[src/rtl/sync_tx.sv]
// J/K line transmitter: SYNC (KJKJKJKK), NRZI payload LSB first, SE0 EOP, closing J.
// Optional bit stuffing after six consecutive ones is enabled by defining BIT_STUFF_EN.
module sync_tx #(
  parameter int PAYLOAD_W = 8,
  parameter int EOP_LEN   = 2
) (
  input  logic                 CLK,
  input  logic                 RST,
  input  logic                 start,
  input  logic [PAYLOAD_W-1:0] data_in,
  output logic                 ready,
  output logic                 tx_en,
  output logic                 tx_k,
  output logic                 tx_j,
  output logic                 done
);

  localparam int BW = $clog2(PAYLOAD_W + 1);
  localparam logic [BW-1:0] LP_PW  = BW'(PAYLOAD_W);
  localparam logic [3:0]    LP_EOP = 4'(EOP_LEN);

  typedef enum logic [2:0] {S_IDLE, S_SYNC, S_DATA, S_EOP, S_ENDJ} state_t;

  state_t               r_state;
  logic [3:0]           r_cnt;
  logic [BW-1:0]        r_bitcnt;
  logic [PAYLOAD_W-1:0] r_shift;

  logic w_accept;
  logic w_stuff;
  logic w_sync_last;
  logic w_data_more;
  logic w_take;
  logic w_bit;
  logic w_nk;
  logic w_nj;
  logic w_sync_k;

`ifdef BIT_STUFF_EN
  logic [2:0] r_ones;
  assign w_stuff = (r_state == S_DATA) && (r_ones == 3'd6);
`else
  assign w_stuff = 1'b0;
`endif

  assign w_accept    = (r_state == S_IDLE) && start;
  assign w_sync_last = (r_state == S_SYNC) && (r_cnt == 4'd8);
  assign w_data_more = (r_state == S_DATA) && !w_stuff && (r_bitcnt != LP_PW);
  assign w_take      = w_sync_last || w_data_more;
  assign w_bit       = r_shift[0];
  // NRZI: a 0 toggles the line, a 1 holds it; the line is always J or K here
  assign w_nk        = w_bit ? tx_k : ~tx_k;
  assign w_nj        = w_bit ? tx_j : ~tx_j;
  // r_cnt is the index of the SYNC symbol about to be sent (1..7)
  assign w_sync_k    = ~r_cnt[0] || (r_cnt == 4'd7);

  // Payload shift register: pure data, no reset needed
  always_ff @(posedge CLK) begin
    if (w_accept)
      r_shift <= data_in;
    else if (w_take)
      r_shift <= r_shift >> 1;
  end

  always_ff @(posedge CLK or posedge RST) begin
    if (RST) begin
      r_state  <= S_IDLE;
      r_cnt    <= 4'd0;
      r_bitcnt <= '0;
      ready    <= 1'b1;
      tx_en    <= 1'b0;
      tx_k     <= 1'b0;
      tx_j     <= 1'b1;
      done     <= 1'b0;
`ifdef BIT_STUFF_EN
      r_ones   <= 3'd0;
`endif
    end else begin
      case (r_state)
        S_IDLE: begin
          if (start) begin
            r_state <= S_SYNC;
            r_cnt   <= 4'd1;
            ready   <= 1'b0;
            tx_en   <= 1'b1;
            tx_k    <= 1'b1;
            tx_j    <= 1'b0;
          end
        end
        S_SYNC: begin
          if (w_sync_last) begin
            r_state  <= S_DATA;
            r_bitcnt <= BW'(1);
            tx_k     <= w_nk;
            tx_j     <= w_nj;
`ifdef BIT_STUFF_EN
            r_ones   <= w_bit ? 3'd1 : 3'd0;
`endif
          end else begin
            r_cnt <= r_cnt + 4'd1;
            tx_k  <= w_sync_k;
            tx_j  <= ~w_sync_k;
          end
        end
        S_DATA: begin
          if (w_stuff) begin
            // Stuffed 0: forced toggle that does not consume a payload bit
            tx_k <= ~tx_k;
            tx_j <= ~tx_j;
`ifdef BIT_STUFF_EN
            r_ones <= 3'd0;
`endif
          end else if (r_bitcnt == LP_PW) begin
            r_state <= S_EOP;
            r_cnt   <= 4'd1;
            tx_k    <= 1'b0;
            tx_j    <= 1'b0;
          end else begin
            r_bitcnt <= r_bitcnt + BW'(1);
            tx_k     <= w_nk;
            tx_j     <= w_nj;
`ifdef BIT_STUFF_EN
            r_ones   <= w_bit ? r_ones + 3'd1 : 3'd0;
`endif
          end
        end
        S_EOP: begin
          if (r_cnt == LP_EOP) begin
            r_state <= S_ENDJ;
            tx_k    <= 1'b0;
            tx_j    <= 1'b1;
            done    <= 1'b1;
          end else begin
            r_cnt <= r_cnt + 4'd1;
          end
        end
        S_ENDJ: begin
          r_state <= S_IDLE;
          ready   <= 1'b1;
          tx_en   <= 1'b0;
          tx_k    <= 1'b0;
          tx_j    <= 1'b1;
          done    <= 1'b0;
        end
        default: r_state <= S_IDLE;
      endcase
    end
  end

endmodule

[config.mk]
export PLATFORM = sky130hd
export DESIGN_NAME = sync_tx
export DESIGN_NICKNAME = d
export VERILOG_FILES = /design/src/rtl/sync_tx.sv
export SDC_FILE = /design/constraint.sdc
export NUM_CORES = 1
export LEC_CHECK = 0
export CAP_MARGIN = 20
export CORE_ASPECT_RATIO = 1.25
export CORE_MARGIN = 3
export CORE_UTILIZATION = 45
export DETAILED_ROUTE_END_ITERATION = 10
export HOLD_SLACK_MARGIN = 0.05
export PLACE_DENSITY_LB_ADDON = 0.3
export SYNTH_ARGS = -nofsm -noshare
export SYNTH_HDL_FRONTEND = slang
export SYNTH_SLANG_ARGS = --single-unit
[constraint.sdc]
create_clock -name CLK -period 4.5 [get_ports CLK]
set_input_delay 0.45 -clock CLK [delete_from_list [all_inputs] [get_ports CLK]]
set_output_delay 0.45 -clock CLK [all_outputs]
set_load 0.01 [all_outputs]
==> run summary, run 1 <==
outcome -> finished clean
Worst R2R Setup Slack -> 2.45 ns
post_cts resized -> 0
area grow syn2layout -> 14.5%
CTS tree -> built
DRC Markers -> 0
antenna cells -> 0
CP Max Fanout -> 8
WHS Endpoint -> ready
leak pwr -> 0.603 nW
hold buffer count at cts -> 0
die area -> 3660 µm²
first-pass GRT wire length -> 4180 µm
clk sink count -> 24
final worst-path cycle share -> 0.455
detailed placement HPWL -> 1930 µm
RSZ-0062 raised after global routing -> no
Die H -> 66.9 µm
GR Overflow Total -> 0
Clock Skews -> 0.00805 ns
DRT iter0 DRCs -> 23
Avg Vias per Cell -> 5.84
Synth cell types -> 42
min-delay src -> ready
Hold Crit Depth -> 2
share of cells above drive strength 1 -> 0.123
dpl cells -> 168
Post-synth EDFFs -> 8
critical path data arrival time -> 2.04 ns
Total GRT Usage -> 0.157
Setup Fix Bufs, Post-CTS -> 0
#FFs+latches synth -> 24
syn nets -> 139
clock root buffer master -> clkbuf_4
Ports -> 16
Required @ worst endpoint -> 4.50 ns
Seq/Total Area, Yosys -> 0.482
largest net degree at the start of global routing -> 17
final net count -> 155
H-tree Lvls -> 1
Hold/Removal Path Class -> register to register
PD cells -> 651 nW/µm²
vias in the first global route -> 961
initial antenna violation count -> 0
fin crit period -> 2.05 ns
number of routed nets with antenna violations -> 0
final setup fails -> 0
Non-Filler Instances -> 172
CTS Buffer Depth -> 2
Max Freq -> 489 MHz
endpoint class of the critical path -> register
max-cap violation count -> 0
TritonCTS Buffers -> 3
post-synth top area cell -> dfrtp_1
Synth Instances -> 123
Worst Reg-to-Reg Cells -> 5
post-layout util -> 0.554
syn_area_per_cell -> 10.8 µm²
DR WL/cell -> 14.8 µm
Slew Limit Headroom -> 0.585
most frequent cells in the layout -> 15 x clkdlybuf4s50_1, 14 x dfrtp_1, 11 x inv_1
1st-pass router iterations -> 4
Die Span X -> 54.7 µm
Worst-Margin Slew -> 0.622 ns
fraction of synthesis flops using an asynchronous set or reset pin -> 0.667
gpl congestion -> 0.909
clk_lat worst skew -> 0.31 ns
Critical R2R Launch -> r_bitcnt[0]
share of the synthesized area in the top cell type -> 0.263
final wirelength -> 2540 µm
Reg clk slew, reported paths -> 0.12 ns
PortBufs -> 15
synth top area cells -> dfrtp_1 26%, edfxtp_1 18%, mux2_2 5.9%
Syn. warnings -> 0
Starting Density -> 0.483
Slew Viols, Final -> 0
Main synth FF type -> dfrtp_1
most common cell after layout, fill and taps aside -> clkdlybuf4s50_1
row cnt -> 21
Vias -> 1004
Synth Cell Area -> 1330 µm²
Max rail drop VDD -> 0.000388 V
Setup TNS -> 0 ns
final hold vios -> 0
CP Launch Type -> register
Core Region -> 2760 µm²
critical path class -> register to register
r2r endpoint -> r_shift[2]
==> per-layer routing <==
metal / vias up / part of all wire / global-route usage
met5: - / 0 / 0
met4: 0 / 0.013 / 0.0903
met3: 4 / 0.056 / 0.0336
met2: 28 / 0.51 / 0.249
met1: 489 / 0.42 / 0.191
li1: 483 / - / -
==> final cells by class <==
| class | count | area (µm²) |
|---|---|---|
| Clock buffer | 3 | 22.5 |
| Tap cell | 34 | 42.5 |
| Clock inverter | 1 | 3.75 |
| Multi-Input combinational cell | 84 | 624 |
| Inverter | 11 | 41.3 |
| Sequential cell | 24 | 643 |
| Timing Repair Buffer | 15 | 150 |
| Fill cell | 260 | 1230 |
==> registers in the layout, indices dropped and copies added (netlist names) <==
register and count:
r_state 3, done 1, tx_k 1, r_shift 8, r_cnt 4, tx_j 1
ready 1, r_bitcnt 4, tx_en 1
==> report_power, final <==
group | switching (W) | internal [W] | total [W]
Combinational | 0.000239 | 0.000216 | 0.000454
Clock | 0.0000598 | 0.0000324 | 0.0000921
Sequential | 0.000101 | 0.000347 | 0.000448
==> how the worst max path moves through the flow <==
stage | start | end | slack [ns] | cells after the start
floorplan | r_cnt[0] | r_cnt[2] | 2.65 | 6
global placement | start | r_shift[5] | 2.47 | 3
detailed placement | start | r_cnt[2] | 2.42 | 5
CTS | r_state[0] | r_shift[2] | 2.44 | 3
global route | r_state[0] | r_shift[2] | 2.30 | 3
finish | r_bitcnt[0] | r_shift[2] | 2.45 | 5
==> through the flow <==
stage	setup WS, ns	cell area [µm²]	total power, W	hold WS, ns
final	2.45	1530	0.000995	0.495
after global routing	2.30	1530	0.00108	0.525
after CTS	2.44	1530	0.00100	0.506
after detailed placement	2.42	1500	0.000906	0.481
after global placement	2.47	1500	0.000880	0.484
after floorplan	2.65	1330	0.000770	0.362
==> critical path: stages, from the launching register on <==
cell      delay, ns
dfrtp_1        0.44
inv_1          0.09
ha_1           0.15
nand3b_1       0.21
a22oi_1        0.52
nand2b_1       0.33
==> cell usage after synthesis, types with 2 or more instances <==
| cell type | number |
|---|---|
| nand2b_1 | 2 |
| o2bb2ai_1 | 2 |
| o21ai_0 | 3 |
| nand3b_1 | 4 |
| nor2_1 | 6 |
| xor2_1 | 2 |
| edfxtp_1 | 8 |
| nand3_1 | 4 |
| dfrtp_1 | 14 |
| inv_1 | 11 |
| buf_2 | 2 |
| mux2_2 | 7 |
| a22oi_1 | 3 |
| nand2_1 | 8 |
| nand4_1 | 2 |
| nor4_1 | 3 |
| dfstp_2 | 2 |
| ha_1 | 5 |
| and2_1 | 3 |
| and3_1 | 4 |
| a21oi_1 | 7 |
==> cell families (layout without fill, tap and decap cells) <==
family                   after synthesis  count (layout)  share of synthesized area
AND/OR/NAND/NOR                       43              43                      0.194
AO/OA/AOI/OAI                         25              25                      0.141
adder cells (fa/ha/maj)                5               5                     0.0469
multiplexers                           8               8                     0.0666
flip-flops                            24              24                      0.482
buffers and inverters                 15              30                     0.0497
XOR/XNOR                               3               3                     0.0197
Note: power is estimated with default switching activity, not from simulation.
==> inputs of run 2 (changes only) <==
==> constraint.sdc (replaced) <==
create_clock -name CLK -period 1.8 [get_ports CLK]
set_input_delay 0.18 -clock CLK [delete_from_list [all_inputs] [get_ports CLK]]
set_output_delay 0.18 -clock CLK [all_outputs]
set_load 0.01 [all_outputs]
==> run 2 against run 1 <==
Wire length up 4.5%. Global-route usage up 0.30 points. Cell count up 8.7%. Clock skew up 0.0061 ns. Critical path type unchanged. Largest power group unchanged. Clock power rose to 4.2 times the previous value. Combinational power rose to 3.5 times the previous value. Sequential share of layout area down 4.4 points. Via count up 2.6%.
==> run summary, run 2 (same netlist as run 1, synthesis figures left out) <==
Vias -> 1030 (was 1004)
Ports -> 16 (unchanged)
CTS tree -> built (unchanged)
final hold vios -> 0 (unchanged)
Slew Limit Headroom -> 0.580 (was 0.585)
worst slack, placed -> -0.00691 ns (was 2.42 ns)
Power, Total -> 0.00300 W (was 0.000995 W)
final worst-path cycle share -> 0.979 (was 0.455)
slowest CP cell -> dfrtp_1 (was a22oi_1)
gpl congestion -> 0.840 (was 0.909)
Die Span X -> 54.7 µm (unchanged)
final wirelength -> 2660 µm (was 2540 µm)
Max Freq -> 568 MHz (was 489 MHz)
met2 usage -> 0.274 (was 0.249)
Multi-input gate area -> 663 µm² (was 624 µm²)
number of flip-flops in the largest register -> 8 (unchanged)
clk sink count -> 24 (unchanged)
GRT busiest layer -> met2 (unchanged)
Max rail drop VDD -> 0.00103 V (was 0.000388 V)
DRC Markers -> 0 (unchanged)
register area -> 643 µm² (unchanged)
row cnt -> 21 (unchanged)
RSZ-0062 raised after global routing -> yes (was no)
leak pwr -> 0.693 nW (was 0.603 nW)
Total GRT Usage -> 0.160 (was 0.157)
Core Region -> 2760 µm² (unchanged)
Setup TNS -> 0 ns (unchanged)
critical path class -> register to register (unchanged)
share of cells above drive strength 1 -> 0.255 (was 0.123)
dpl cells -> 182 (was 168)
Avg Vias per Cell -> 5.51 (was 5.84)
DRT iter0 DRCs -> 35 (was 23)
H-tree Lvls -> 1 (unchanged)
largest net degree at the start of global routing -> 17 (unchanged)
clk_lat worst skew -> 0.32 ns (was 0.31 ns)
endpoint class of the critical path -> register (unchanged)
Fill cells -> 243 (was 260)
area grow syn2layout -> 27.9% (was 14.5%)
Required @ worst endpoint -> 2.03 ns (was 4.50 ns)
CTS Buffer Depth -> 2 (unchanged)
final net count -> 170 (was 155)
Reg clk slew, reported paths -> 0.14 ns (was 0.12 ns)
number of routed nets with antenna violations -> 0 (unchanged)
CP Launch Type -> register (unchanged)
met1 Use GR -> 0.192 (was 0.191)
grt met3 use -> 0.0336 (unchanged)
outcome -> finished clean (unchanged)
post-layout util -> 0.618 (was 0.554)
CP Max Fanout -> 6 (was 8)
Die H -> 66.9 µm (unchanged)
DR WL/cell -> 14.2 µm (was 14.8 µm)
PortBufs -> 15 (unchanged)
most frequent cells in the layout -> 15 x clkdlybuf4s50_1, 15 x buf_4, 14 x dfrtp_1 (was 15 x clkdlybuf4s50_1, 14 x dfrtp_1, 11 x inv_1)
first-pass GRT wire length -> 4280 µm (was 4180 µm)
critical path data arrival time -> 1.99 ns (was 2.04 ns)
Non-Filler Instances -> 187 (was 172)
GR Overflow Total -> 0 (unchanged)
Hold/Removal Path Class -> primary input to async pin (was register to register)
Slew Viols, Final -> 0 (unchanged)
Starting Density -> 0.483 (unchanged)
Clock Skews -> 0.0142 ns (was 0.00805 ns)
Top Family by Delay on Critical Path -> compound AO/OA/AOI/OAI gates (was simple AND/OR/NAND/NOR gates)
TritonCTS Buffers -> 3 (unchanged)
PD cells -> 1760 nW/µm² (was 651 nW/µm²)
detailed placement HPWL -> 2020 µm (was 1930 µm)
worst setup margin -> 0.0385 ns (was 2.45 ns)
CP Cell Sequence -> inv_2, ha_4, or3b_4, a32oi_4, nor4_1, a311o_1 (was inv_1, ha_1, nand3b_1, a22oi_1, nand2b_1)
die area -> 3660 µm² (unchanged)
final setup fails -> 0 (unchanged)
delay of the slowest critical-path stage -> 0.41 ns (was 0.52 ns)
largest registers -> r_shift (8), r_bitcnt (4), r_cnt (4) (unchanged)
vias in the first global route -> 1000 (was 961)
Buf/Inv on CP -> 1 (unchanged)
fin crit period -> 1.76 ns (was 2.05 ns)
Top reg by flops -> r_shift (unchanged)
1st-pass router iterations -> 4 (unchanged)
initial antenna violation count -> 0 (unchanged)
max-cap violation count -> 0 (unchanged)
antenna cells -> 0 (unchanged)
clock root buffer master -> clkbuf_4 (unchanged)
Worst-Margin Slew -> 0.630 ns (was 0.622 ns)
==> run 2: metrics by stage <==
step / hold WS [ns] / area (µm²)
after floorplan: 0.0923 / 1340
after global placement: 0.477 / 1610
after detailed placement: 0.483 / 1610
after CTS: 0.243 / 1670
after global routing: 0.278 / 1710
final: 0.218 / 1710
==> run 2: power by group <==
part | switching (W) | internal (W)
combinational | 0.000771 | 0.000812
sequential | 0.000160 | 0.000868
clock | 0.000165 | 0.000225
==> run 2: routing by layer <==
metal / vias to the layer above / part of all wire / wire length (µm)
met4: 0 / 0.020 / 54
li1: 509 / - / -
met3: 7 / 0.039 / 103
met2: 18 / 0.52 / 1380
met1: 496 / 0.42 / 1120
met5: - / 0 / 0
==> run 2: final cells by class <==
class	count	area share
clock buffers	3	0.0132
clock inverters	1	0.0176
inverters	11	0.0242
multi-input cells	84	0.389
flip-flops and latches	24	0.377
well taps	34	0.0249
repair buffers	30	0.154
==> run 2: final timing paths <==
path | start | to | slack (ns) | depth (start not counted)
min in group CLK | tx_j | tx_j | 0.50 | 1
min | RST | r_cnt[2] | 0.22 | 2
max | r_cnt[0] | r_cnt[2] | 0.04 | 6
max reg2reg | r_cnt[0] | r_cnt[2] | 0.04 | 6
min reg2reg | tx_j | tx_j | 0.50 | 1
max in group asynchronous | RST | tx_k | 1.17 | 2
==> run 2: what timing repair did <==
action / CTS / global route
hold buffers: 0 / 0
endpoints found under the setup margin: 1 / 16
gates cloned: 0 / 0
pin swaps: 1 / 1
gates resized for setup: 1 / 6
setup buffers: 0 / 1
==> inputs of run 3 (changes only) <==
--- a/config.mk
+++ b/config.mk
@@ -8,7 +8,7 @@
 export CAP_MARGIN = 20
 export CORE_ASPECT_RATIO = 1.25
 export CORE_MARGIN = 3
-export CORE_UTILIZATION = 45
+export CORE_UTILIZATION = 49
 export DETAILED_ROUTE_END_ITERATION = 10
 export HOLD_SLACK_MARGIN = 0.05
 export PLACE_DENSITY_LB_ADDON = 0.3
==> run 3 against run 2 <==
Wire length is 0.79% lower. Design area is 0.22% lower. Die area is 7.4% lower. Sequential power hardly changed. Cell count is 1.1% lower. Critical path depth stayed put. Largest cell class is now sequential cells. Largest power group unchanged.
==> run summary, run 3 (same netlist as run 1, synthesis figures left out) <==
endpoint class of the critical path -> register (unchanged)
first-pass GRT wire length -> 4510 µm (was 4280 µm)
final wirelength -> 2640 µm (was 2660 µm)
vias in the first global route -> 1056 (was 1000)
DRC Markers -> 0 (unchanged)
Required @ worst endpoint -> 2.01 ns (was 2.03 ns)
clk sink count -> 24 (unchanged)
antenna cells -> 0 (unchanged)
max-cap violation count -> 0 (unchanged)
final hold vios -> 0 (unchanged)
RSZ-0062 raised after global routing -> yes (unchanged)
Top reg by flops -> r_shift (unchanged)
Core Region -> 2500 µm² (was 2760 µm²)
final worst-path cycle share -> 0.979 (about the same)
hold buffer count at cts -> 0 (unchanged)
Ports -> 16 (unchanged)
Non-Filler Instances -> 185 (was 187)
Setup Fix Bufs, Post-CTS -> 0 (unchanged)
dpl cells -> 181 (was 182)
most frequent cells in the layout -> 15 x clkdlybuf4s50_1, 14 x dfrtp_1, 12 x buf_4 (was 15 x clkdlybuf4s50_1, 15 x buf_4, 14 x dfrtp_1)
largest net degree at the start of global routing -> 17 (unchanged)
Max Freq -> 568 MHz (about the same)
PortBufs -> 15 (unchanged)
Reg clk slew, reported paths -> 0.13 ns (was 0.14 ns)
number of flip-flops in the largest register -> 8 (unchanged)
Met2 Wirelength -> 1410 µm (was 1380 µm)
leak pwr -> 0.695 nW (was 0.693 nW)
final setup fails -> 0 (unchanged)
CP Max Fanout -> 4 (was 6)
WL met3 -> 83 µm (was 103 µm)
Hold/Removal Path Class -> primary input to async pin (unchanged)
Avg Vias per Cell -> 5.58 (was 5.51)
post-layout util -> 0.680 (was 0.618)
Starting Density -> 0.533 (was 0.483)
Pint -> 0.00189 W (was 0.00190 W)
Routed met1 length -> 1120 µm (about the same)
detailed placement HPWL -> 2040 µm (was 2020 µm)
critical path class -> register to register (unchanged)
CTS Buffer Depth -> 2 (unchanged)
die area -> 3390 µm² (was 3660 µm²)
outcome -> finished clean (unchanged)
H-tree Lvls -> 1 (unchanged)
Comb power frac -> 0.522 (was 0.527)
Clock Skews -> 0.00179 ns (was 0.0142 ns)
number of routed nets with antenna violations -> 0 (unchanged)
CP Launch Type -> register (unchanged)
clk_lat worst skew -> 0.31 ns (was 0.32 ns)
area grow syn2layout -> 27.6% (was 27.9%)
sequential share of power -> 0.349 (was 0.343)
row cnt -> 20 (was 21)
1st-pass router iterations -> 4 (unchanged)
PD cells -> 1740 nW/µm² (was 1760 nW/µm²)
GR Overflow Total -> 0 (unchanged)
most common cell after layout, fill and taps aside -> clkdlybuf4s50_1
TritonCTS Buffers -> 3 (unchanged)
final net count -> 169 (was 170)
CTS tree -> built (unchanged)
Sw Pwr -> 0.00108 W (was 0.00110 W)
initial antenna violation count -> 0 (unchanged)
DRT iter0 DRCs -> 33 (was 35)
Die Span X -> 52.7 µm (was 54.7 µm)
Max rail drop VDD -> 0.00109 V (was 0.00103 V)
largest registers -> r_shift (8), r_bitcnt (4), r_cnt (4) (unchanged)
gpl congestion -> 0.851 (was 0.840)
critical path data arrival time -> 1.97 ns (was 1.99 ns)
sw frac -> 0.364 (was 0.365)
Vias -> 1032 (was 1030)
Top Metal Used -> met4 (unchanged)
DR WL/cell -> 14.2 µm (about the same)
clock power share -> 0.129 (was 0.130)
fin crit period -> 1.76 ns (about the same)
share of cells above drive strength 1 -> 0.224 (was 0.255)
Die H -> 64.3 µm (was 66.9 µm)
Slew Limit Headroom -> 0.598 (was 0.580)
Total GRT Usage -> 0.174 (was 0.160)
clock root buffer master -> clkbuf_4 (unchanged)
Worst-Margin Slew -> 0.603 ns (was 0.630 ns)
Slew Viols, Final -> 0 (unchanged)
## run 3: power by group through the flow
stage	clock network, W	logic (W)	registers, W
6_report	0.000382	0.00155	0.00104
5_1_grt	0.000418	0.00170	0.00107
4_1_cts	0.000395	0.00153	0.00104
3_5_place_dp	0	0.00149	0.00105
3_3_place_gp	0	0.00144	0.00104
2_1_floorplan	0	0.000882	0.00105
## run 3: final cells by class
| cell class | count | area [µm²] |
|---|---|---|
| Clock buffer | 3 | 22.5 |
| Clock inverter | 1 | 30.0 |
| Fill cell | 198 | 801 |
| Inverter | 11 | 41.3 |
| Multi-Input combinational cell | 84 | 643 |
| Sequential cell | 24 | 643 |
| Tap cell | 33 | 41.3 |
| Timing Repair Buffer | 29 | 280 |
## run 3: what timing repair did
| item | in CTS | in global routing |
|---|---|---|
| resized for setup | 1 | 2 |
| setup endpoints to repair | 2 | 13 |
| pin swaps | 1 | 1 |
## run 3: worst max-delay path: stages (launching register included)
cell and delay, ns:
dfrtp_1 0.45, inv_1 0.09, ha_1 0.14, nand3b_1 0.10
a2111o_1 0.40, and3_1 0.18, a311o_1 0.30
## run 3: worst paths after layout
path	start	endpoint	slack (ns)	depth (start not counted)
worst max-delay path	r_bitcnt[1]	r_cnt[2]	0.04	6
worst min-delay path	RST	r_bitcnt[3]	0.22	2
worst max register to register	r_bitcnt[1]	r_cnt[2]	0.04	6
worst min register to register	ready	ready	0.49	2
max in group asynchronous	RST	tx_en	1.19	2
min in group CLK	ready	ready	0.49	2
## run 3: layer usage
metal  GRT usage  vias up
met3      0.0256        2
li1            -      512
met1       0.202      499
met2       0.311       19
met5           0        -
met4      0.0703        0
## run 3: metrics by stage
| stage | worst slack, ns | power (W) | hold slack (ns) | cell area [µm²] | TNS (ns) |
|---|---|---|---|---|---|
| finish | 0.0381 | 0.00297 | 0.222 | 1700 | 0 |
| global placement | 0.0472 | 0.00248 | 0.471 | 1630 | 0 |
| CTS | 0.00296 | 0.00297 | 0.249 | 1700 | 0 |
| floorplan | 0.0139 | 0.00193 | 0.0923 | 1340 | 0 |
| detailed placement | -0.00969 | 0.00254 | 0.478 | 1630 | -0.00969 |
| global route | -0.0385 | 0.00318 | 0.265 | 1700 | -0.0840 |
